`src/rtl/secure_word_tx.sv`:
```
// Initiator for the lock-and-sort receiver: sends the password, then one data word,
// each framed as setup / confirm pulse / gap, and watches the receiver for lockout.
module secure_word_tx #(
    parameter logic [3:0]  PASSWORD     = 4'b1101,
    parameter int unsigned SETUP_CYCLES = 1,
    parameter int unsigned PULSE_CYCLES = 1,
    parameter int unsigned GAP_CYCLES   = 1,
    parameter logic [2:0]  LOCK_STATE   = 3'b111
) (
    input  logic       clk,
    input  logic       reset,
    input  logic       req,
    input  logic [3:0] tx_data,
    input  logic [2:0] rx_state,
    input  logic       err_clear,
    output logic [3:0] pass_data,
    output logic       confirm,
    output logic       enable,
    output logic       busy,
    output logic       done,
    output logic       lock_err
);

    typedef enum logic [3:0] {
        IDLE,
        PW_SETUP,
        PW_CONF,
        PW_GAP,
        D_SETUP,
        D_CONF,
        D_GAP,
        DONE,
        ERR
    } state_t;

    // A zero-length phase behaves like a single cycle.
    localparam logic [7:0] SETUP_LAST = (SETUP_CYCLES <= 1) ? 8'd0 : 8'(SETUP_CYCLES - 1);
    localparam logic [7:0] PULSE_LAST = (PULSE_CYCLES <= 1) ? 8'd0 : 8'(PULSE_CYCLES - 1);
    localparam logic [7:0] GAP_LAST   = (GAP_CYCLES   <= 1) ? 8'd0 : 8'(GAP_CYCLES   - 1);

    state_t     state;
    state_t     state_next;
    logic [7:0] cnt;
    logic [7:0] cnt_next;
    logic [7:0] last_val;
    logic [3:0] data_reg;
    logic       at_last;
    logic       locked;

    assign locked = (rx_state == LOCK_STATE);

    always_comb begin
        case (state)
            PW_SETUP, D_SETUP: last_val = SETUP_LAST;
            PW_CONF,  D_CONF:  last_val = PULSE_LAST;
            PW_GAP,   D_GAP:   last_val = GAP_LAST;
            default:           last_val = 8'd0;
        endcase
    end

    assign at_last = (cnt == last_val);

    // The counter restarts at zero whenever a new state is entered.
    always_comb begin
        state_next = state;
        cnt_next   = 8'd0;
        case (state)
            IDLE: begin
                if (req) state_next = PW_SETUP;
            end
            PW_SETUP: begin
                if (at_last) state_next = PW_CONF;
                else         cnt_next   = cnt + 8'd1;
            end
            PW_CONF: begin
                if (at_last) state_next = PW_GAP;
                else         cnt_next   = cnt + 8'd1;
            end
            PW_GAP: begin
                if (at_last) state_next = locked ? ERR : D_SETUP;
                else         cnt_next   = cnt + 8'd1;
            end
            D_SETUP: begin
                if (at_last) state_next = D_CONF;
                else         cnt_next   = cnt + 8'd1;
            end
            D_CONF: begin
                if (at_last) state_next = D_GAP;
                else         cnt_next   = cnt + 8'd1;
            end
            D_GAP: begin
                if (at_last) state_next = locked ? ERR : DONE;
                else         cnt_next   = cnt + 8'd1;
            end
            DONE: begin
                state_next = IDLE;
            end
            ERR: begin
                if (err_clear) state_next = IDLE;
            end
            default: begin
                state_next = IDLE;
            end
        endcase
    end

    // Outputs are decoded from the upcoming state so they line up with it while staying registered.
    always_ff @(posedge clk or negedge reset) begin
        if (!reset) begin
            state     <= IDLE;
            cnt       <= 8'd0;
            data_reg  <= 4'd0;
            pass_data <= 4'd0;
            confirm   <= 1'b0;
            enable    <= 1'b0;
            busy      <= 1'b0;
            done      <= 1'b0;
            lock_err  <= 1'b0;
        end else begin
            state <= state_next;
            cnt   <= cnt_next;
            if (state == IDLE && req) data_reg <= tx_data;

            case (state_next)
                PW_SETUP, PW_CONF, PW_GAP: pass_data <= PASSWORD;
                D_SETUP, D_CONF, D_GAP:    pass_data <= data_reg;
                default:                   pass_data <= pass_data;
            endcase

            confirm  <= (state_next == PW_CONF) || (state_next == D_CONF);
            enable   <= (state_next inside {PW_SETUP, PW_CONF, PW_GAP, D_SETUP, D_CONF, D_GAP});
            busy     <= (state_next inside {PW_SETUP, PW_CONF, PW_GAP, D_SETUP, D_CONF, D_GAP});
            done     <= (state_next == DONE);
            lock_err <= (state_next == ERR);
        end
    end

endmodule

```
`config.mk`:
```
export PLATFORM = sky130hd
export DESIGN_NAME = secure_word_tx
export DESIGN_NICKNAME = d
export VERILOG_FILES = /design/src/rtl/secure_word_tx.sv
export SDC_FILE = /design/constraint.sdc
export NUM_CORES = 1
export LEC_CHECK = 0
export BUFFER_PORTS_ARGS = -buffer_cell sky130_fd_sc_hd__buf_2
export CORE_ASPECT_RATIO = 1.5
export CORE_MARGIN = 4
export CORE_UTILIZATION = 46
export CTS_BUF_LIST = sky130_fd_sc_hd__clkbuf_8
export CTS_CLUSTER_SIZE = 30
export DETAILED_ROUTE_END_ITERATION = 7
export PLACE_DENSITY = 0.7
export SYNTH_ARGS = -nofsm -noshare
export SYNTH_HDL_FRONTEND = slang
export SYNTH_SLANG_ARGS = --single-unit
```
`constraint.sdc`:
```
create_clock -name clk -period 5.05 [get_ports clk]
set_input_delay 0.2525 -clock clk [delete_from_list [all_inputs] [get_ports clk]]
set_output_delay 0.2525 -clock clk [all_outputs]
set_load 0.03 [all_outputs]
```
After elaboration in Yosys (flattened, before gate mapping)
Index checks and enable logic that the tools add are counted. Widths: inputs -> output; s select.

Add/subtract/negate cells: 1. $mul: 0. Divide/modulo/power cells: 0. Magnitude comparators: 0. Equal/unequal tests: 16. Shift-type cells: 0. Muxes and demuxes: 14. Bitwise gates (word level): 0. Reductions and logical operators: 9.

Operators with widths (count): $mux 4 (10); $pmux 4 s8 (1); $eq 4x3->1 const B (7); $eq 4x2->1 const B (4); $mux 8 (2); $add 8x1->8 const B (1); $eq 4x1->1 const B (2); $eq 4x4->1 const B (2); $logic_not 8->1 (1); $pmux 4 s2 (1); $reduce_bool 6->1 (1); $reduce_or 3->1 (2); $reduce_or 6->1 (1); $logic_not 4->1 (1); $eq 3x3->1 const B (1); $reduce_bool 2->1 (1); $logic_and 1x1->1 (1); $logic_or 1x1->1 (1).

Register bits after elaboration: 24. Latch bits: 0. Bits in writable memories: 0. ROM bits: 0. Output and inout bits: 9. Memories kept: 0.

Longest topological paths before layout
Word-level depth: 7. Gate-level depth with buffers: 8. Mapped depth without buffers: 8.

Least setup slack after synthesis
Ideal clock, no wire load.

Path type: register -> register. From: reg cnt[0]. To: reg pass_data[0]. Data arrival time: 2.106 ns. Slack: 2.810 ns. Cell stages (with the launch flop): 9. Path buffers: 1. Period minus slack after synthesis: 2.240 ns. Cells stage by stage: dfrtp_1 inv_1 ha_1 or4b_4 o31a_1 a31o_1 buf_6 a2111oi_2 a211oi_1.

Cells in the longest elaborated chain, start to end: 6. Elaborated cells on any way between the ends: 18.

Ends and longest elaborated chain: start: declaration (RTL line 43) `logic [7:0] cnt;`; start signal: assignment (RTL line 121) `cnt <= cnt_next;`; $logic_not 8->1 * (RTL line 61) `assign at_last = (cnt == last_val);`; $mux 4, or another cell as far along (RTL line 92) `if (at_last) state_next = locked ? ERR : DONE;`; $pmux 4 s8 * (RTL line 67) `case (state)`; $eq 4x3->1, or another cell as far along (RTL line 124) `case (state_next)`; $reduce_or 3->1 (RTL line 124); $pmux 4 s2 or $reduce_bool 2->1 (tied branches); end signal: assignment (RTL line 126) `D_SETUP, D_CONF, D_GAP: pass_data <= data_reg;`; end signal: assignment (RTL line 127) `default: pass_data <= pass_data;`; end: declaration (RTL line 16) `output logic [3:0] pass_data,`.

Mark *: on every way between the ends. The rest lies on a longest branch, timed or not. A chain may end at the register's enable or synchronous reset.

Worst setup path in the final report
From: reg cnt[0]. To: reg pass_data[3].

The elaborated chain is that of the path after synthesis.

==> impl_metrics.yaml <==
outcome:
  status: "finished, final reports clean"
floorplan:
  die_area_mm2: 0.003695
  num_io_pins: 20
  initial_core_util: 0.4764
  design.core.area_mm2: 0.002676
  die_w_um: 50.99
  rows: 23
  die_h_um: 72.48
power_and_ir_drop:
  p_int_uw: 440.0
  p_leak_nw: 0.6261
  report.power.total_uw: 788.5
  seqPwrFrac: 0.384
  clkPwrFrac: 0.141
  swShare: 0.4420
  power_frac_comb: 0.475
  ir_drop_uv: 292.8
  power.density_mw_per_mm2: 553.3
  p_sw_uw: 348.5
final_layout:
  largest_register_ffs: 8
  fin_nets: 156
  num_antenna_cells: 0
  largest-register: "cnt"
  fill_cells: 252
  post_route_cells_drive_above_1_share: 0.2553
  syn2layout_area_growth_pct: 11.78
synthesis:
  async_reset_ff_frac: 1.000
  ys_seq_area_frac: 0.4711
  synth_xor_area_frac: 0.05496
  ys_types: 39
  synth_seq_cells: 24
  synth_top_family_by_area: "simple AND/OR/NAND/NOR gates"
  syn_inst: 126
  synth_adder_area_share: 0.01963
  yosysWarningCount: 0
  synth_top_area_frac: 0.4711
  synth_ff_type: "dfrtp_1"
  synth_top_area_cell: "dfrtp_1"
  synth.avg_cell_area_um2: 10.12
  synth_compound_area_frac: 0.1443
  synth_edf_count: 0
  synth_mux_area_frac: 0.02650
  syn_area_mm2: 0.001275
  yosys-top-cells-area: "dfrtp_1 47%, a211oi_1 4.7%, xor2_1 4.1%"
  syn_nets: 139
  yosys.area_share.simple: 0.2296
clock_tree:
  cts_resized: 0
  clock-sinks: 24
  insertion_delay_ns: 0.26
  cts_tree: "built"
  post_cts_buffers: 0
  clock-root-buffer: "clkbuf_8"
  htreeDepth: 1
  cts_buffer_depth: 2
  cts_hold_buf: 1
  cts.reportedPaths.clkPinSlew_ns: 0.08
  cts_inserted_buffers: 3
global_routing:
  antenna_found_initial: 0
  grt_max_degree: 25
  grtUsageTotal: 0.1587
  grt_pass1_vias: 1063
  grt.overflow.total: 0
  grt_pass1_wl_mm: 4.519
worst_hold_path:
  min_path_type: "input port to register"
sta:
  min_period_ns: 2.701
  finClkSkew_ns: 0.003909
  report.final.slew_viol_count: 0
  setup_violations: 0
  hold_violations: 0
  relSlewSlack: 0.3536
  fmax_mhz: 370.3
  tns_ns: 0
  tightest_slew_ns: 0.9696
  period_share: 0.5348
  rsz0062_at_grt: "no"
setup_path:
  start_kind: "register"
  path_class: "register to register"
  cp_cell_sequence: "inv_1 -> ha_1 -> nor4b_1 -> nand4_1 -> o221ai_1 -> a211oi_1 -> a211oi_1"
  crit_required_ns: 5.20
  slowest_delay_ns: 0.80
  crit_fanout: 12
  crit_family: "compound AO/OA/AOI/OAI gates"
  critPathBufInv: 1
  crit_arrival_ns: 2.85
  setup.worst_path.end_class: "register"
  r2r_slack_ns: 2.35
  crit_slowest_cell: "o221ai_1"
  worst_path_most_repeated_cell: "a211oi_1"
place:
  dpl.hpwl_mm: 1.986
  port_buffers: 19
  place_congestion: 0.9012
route:
  wire_per_inst_um: 14.65
  drc: 0
  vias: 1030
  final_antenna_net_count: 0
  firstDrtPassIters: 4
  drt_wl_total_mm: 2.607
  drtIter0Drc: 38
  viasPerCell: 5.787
job:
  max_cap_viol_count: 0
## tightest hold or removal path, cell delays in order
cell and delay, ns:
buf_2 0.08, nand2_1 0.03, o21ai_0 0.06
## cell families (layout without fill, tap and decap cells)
logic type,Yosys count,in the layout
AO/OA/AOI/OAI,23,23
XOR/XNOR,8,8
adder cells (fa/ha/maj),2,2
buffers and inverters,15,30
flip-flops,24,24
multiplexers,3,3
AND/OR/NAND/NOR,51,51
## cell usage in the layout (no fill, tap or decap), drive strengths merged
| cell | Yosys | layout |
|---|---|---|
| a21oi | 2 | 2 |
| buf | 3 | 19 |
| nand3 | 9 | 9 |
| a211oi | 8 | 8 |
| nand4 | 2 | 2 |
| nand2 | 4 | 4 |
| o2bb2ai | 1 | 1 |
| inv | 7 | 7 |
| dfrtp | 24 | 24 |
| or4 | 1 | 1 |
| or3 | 1 | 1 |
| ha | 2 | 2 |
| a2111oi | 3 | 3 |
| mux2 | 3 | 3 |
| o21ai | 5 | 5 |
| or4bb | 1 | 1 |
| xnor2 | 2 | 2 |
| xor2 | 6 | 6 |
| nor4b | 1 | 1 |
| and4 | 1 | 1 |
| or3b | 2 | 2 |
| nand3b | 1 | 1 |
| and2 | 2 | 2 |
| nor4 | 2 | 2 |
| nor3 | 4 | 4 |
| dlygate4sd3 | 0 | 1 |
| a211o | 1 | 1 |
| o221ai | 1 | 1 |
| nor2 | 13 | 13 |
| or4b | 1 | 1 |
| clkbuf | 5 | 3 |
| or2 | 1 | 1 |
| o31a | 1 | 1 |
| and3 | 5 | 5 |
| a31o | 1 | 1 |
## stage by stage
stage / setup WS [ns] / hold slack [ns] / std cells / area [um2] / utilization
floorplan: 2.810 / -0.04309 / 126 / 1275 / -
global placement: 2.513 / 0.2575 / 174 / 1374 / 0.5133
detailed placement: 2.374 / 0.2661 / 174 / 1374 / 0.5133
CTS: 2.341 / 0.1895 / 178 / 1425 / 0.5325
global route: 2.008 / 0.2212 / 178 / 1425 / 0.5325
finish: 2.349 / 0.1897 / 178 / 1425 / 0.5325
## per-layer routing
metal  vias to the layer above  wire length, um  global-route usage
li1                        487                -                   -
met1                       513             1060              0.1803
met2                        21             1373              0.2726
met3                         9               81             0.01848
met4                         0               91              0.1078
met5                         -                0                   0
## power by group through the flow
stage	Combinational (mW)	Sequential [mW]	Clock [mW]
finish	0.375	0.303	0.111
global route	0.415	0.311	0.120
CTS	0.378	0.303	0.115
detailed placement	0.378	0.307	0
global placement	0.363	0.305	0
floorplan	0.289	0.324	0
## path summary, 6_finish.rpt
kind / startpoint / to / cells past startpoint
setup / recovery: cnt[0]$_DFF_PN0_ / pass_data[3]$_DFFE_PN0P_ / 7
hold / removal: tx_data[1] / data_reg[1]$_DFFE_PN0P_ / 3
setup reg to reg: cnt[0]$_DFF_PN0_ / pass_data[3]$_DFFE_PN0P_ / 7
hold reg to reg: data_reg[2]$_DFFE_PN0P_ / data_reg[2]$_DFFE_PN0P_ / 1
max in group asynchronous: reset / state[2]$_DFF_PN0_ / 2
min in group asynchronous: reset / lock_err$_DFF_PN0_ / 2
## cell usage after synthesis (3+ instances only)
master / n
a2111oi_2: 3
a211oi_1: 8
and3_1: 5
clkbuf_1: 5
dfrtp_1: 24
inv_1: 5
mux2_2: 3
nand2_1: 4
nand3_1: 9
nor2_1: 12
nor3_1: 3
o21ai_0: 5
xor2_1: 6
## cell type report
type | instances | area, um2 | area share
Clock buffer | 3 | 41.29 | 0.02897
Tap cell | 37 | 46.29 | 0.03248
Inverter | 7 | 26.28 | 0.01844
Multi-Input combinational cell | 87 | 605.6 | 0.4249
Timing Repair Buffer | 20 | 105.1 | 0.07375
Sequential cell | 24 | 600.6 | 0.4214
No activity file was read; power rests on OpenSTA's default activity.
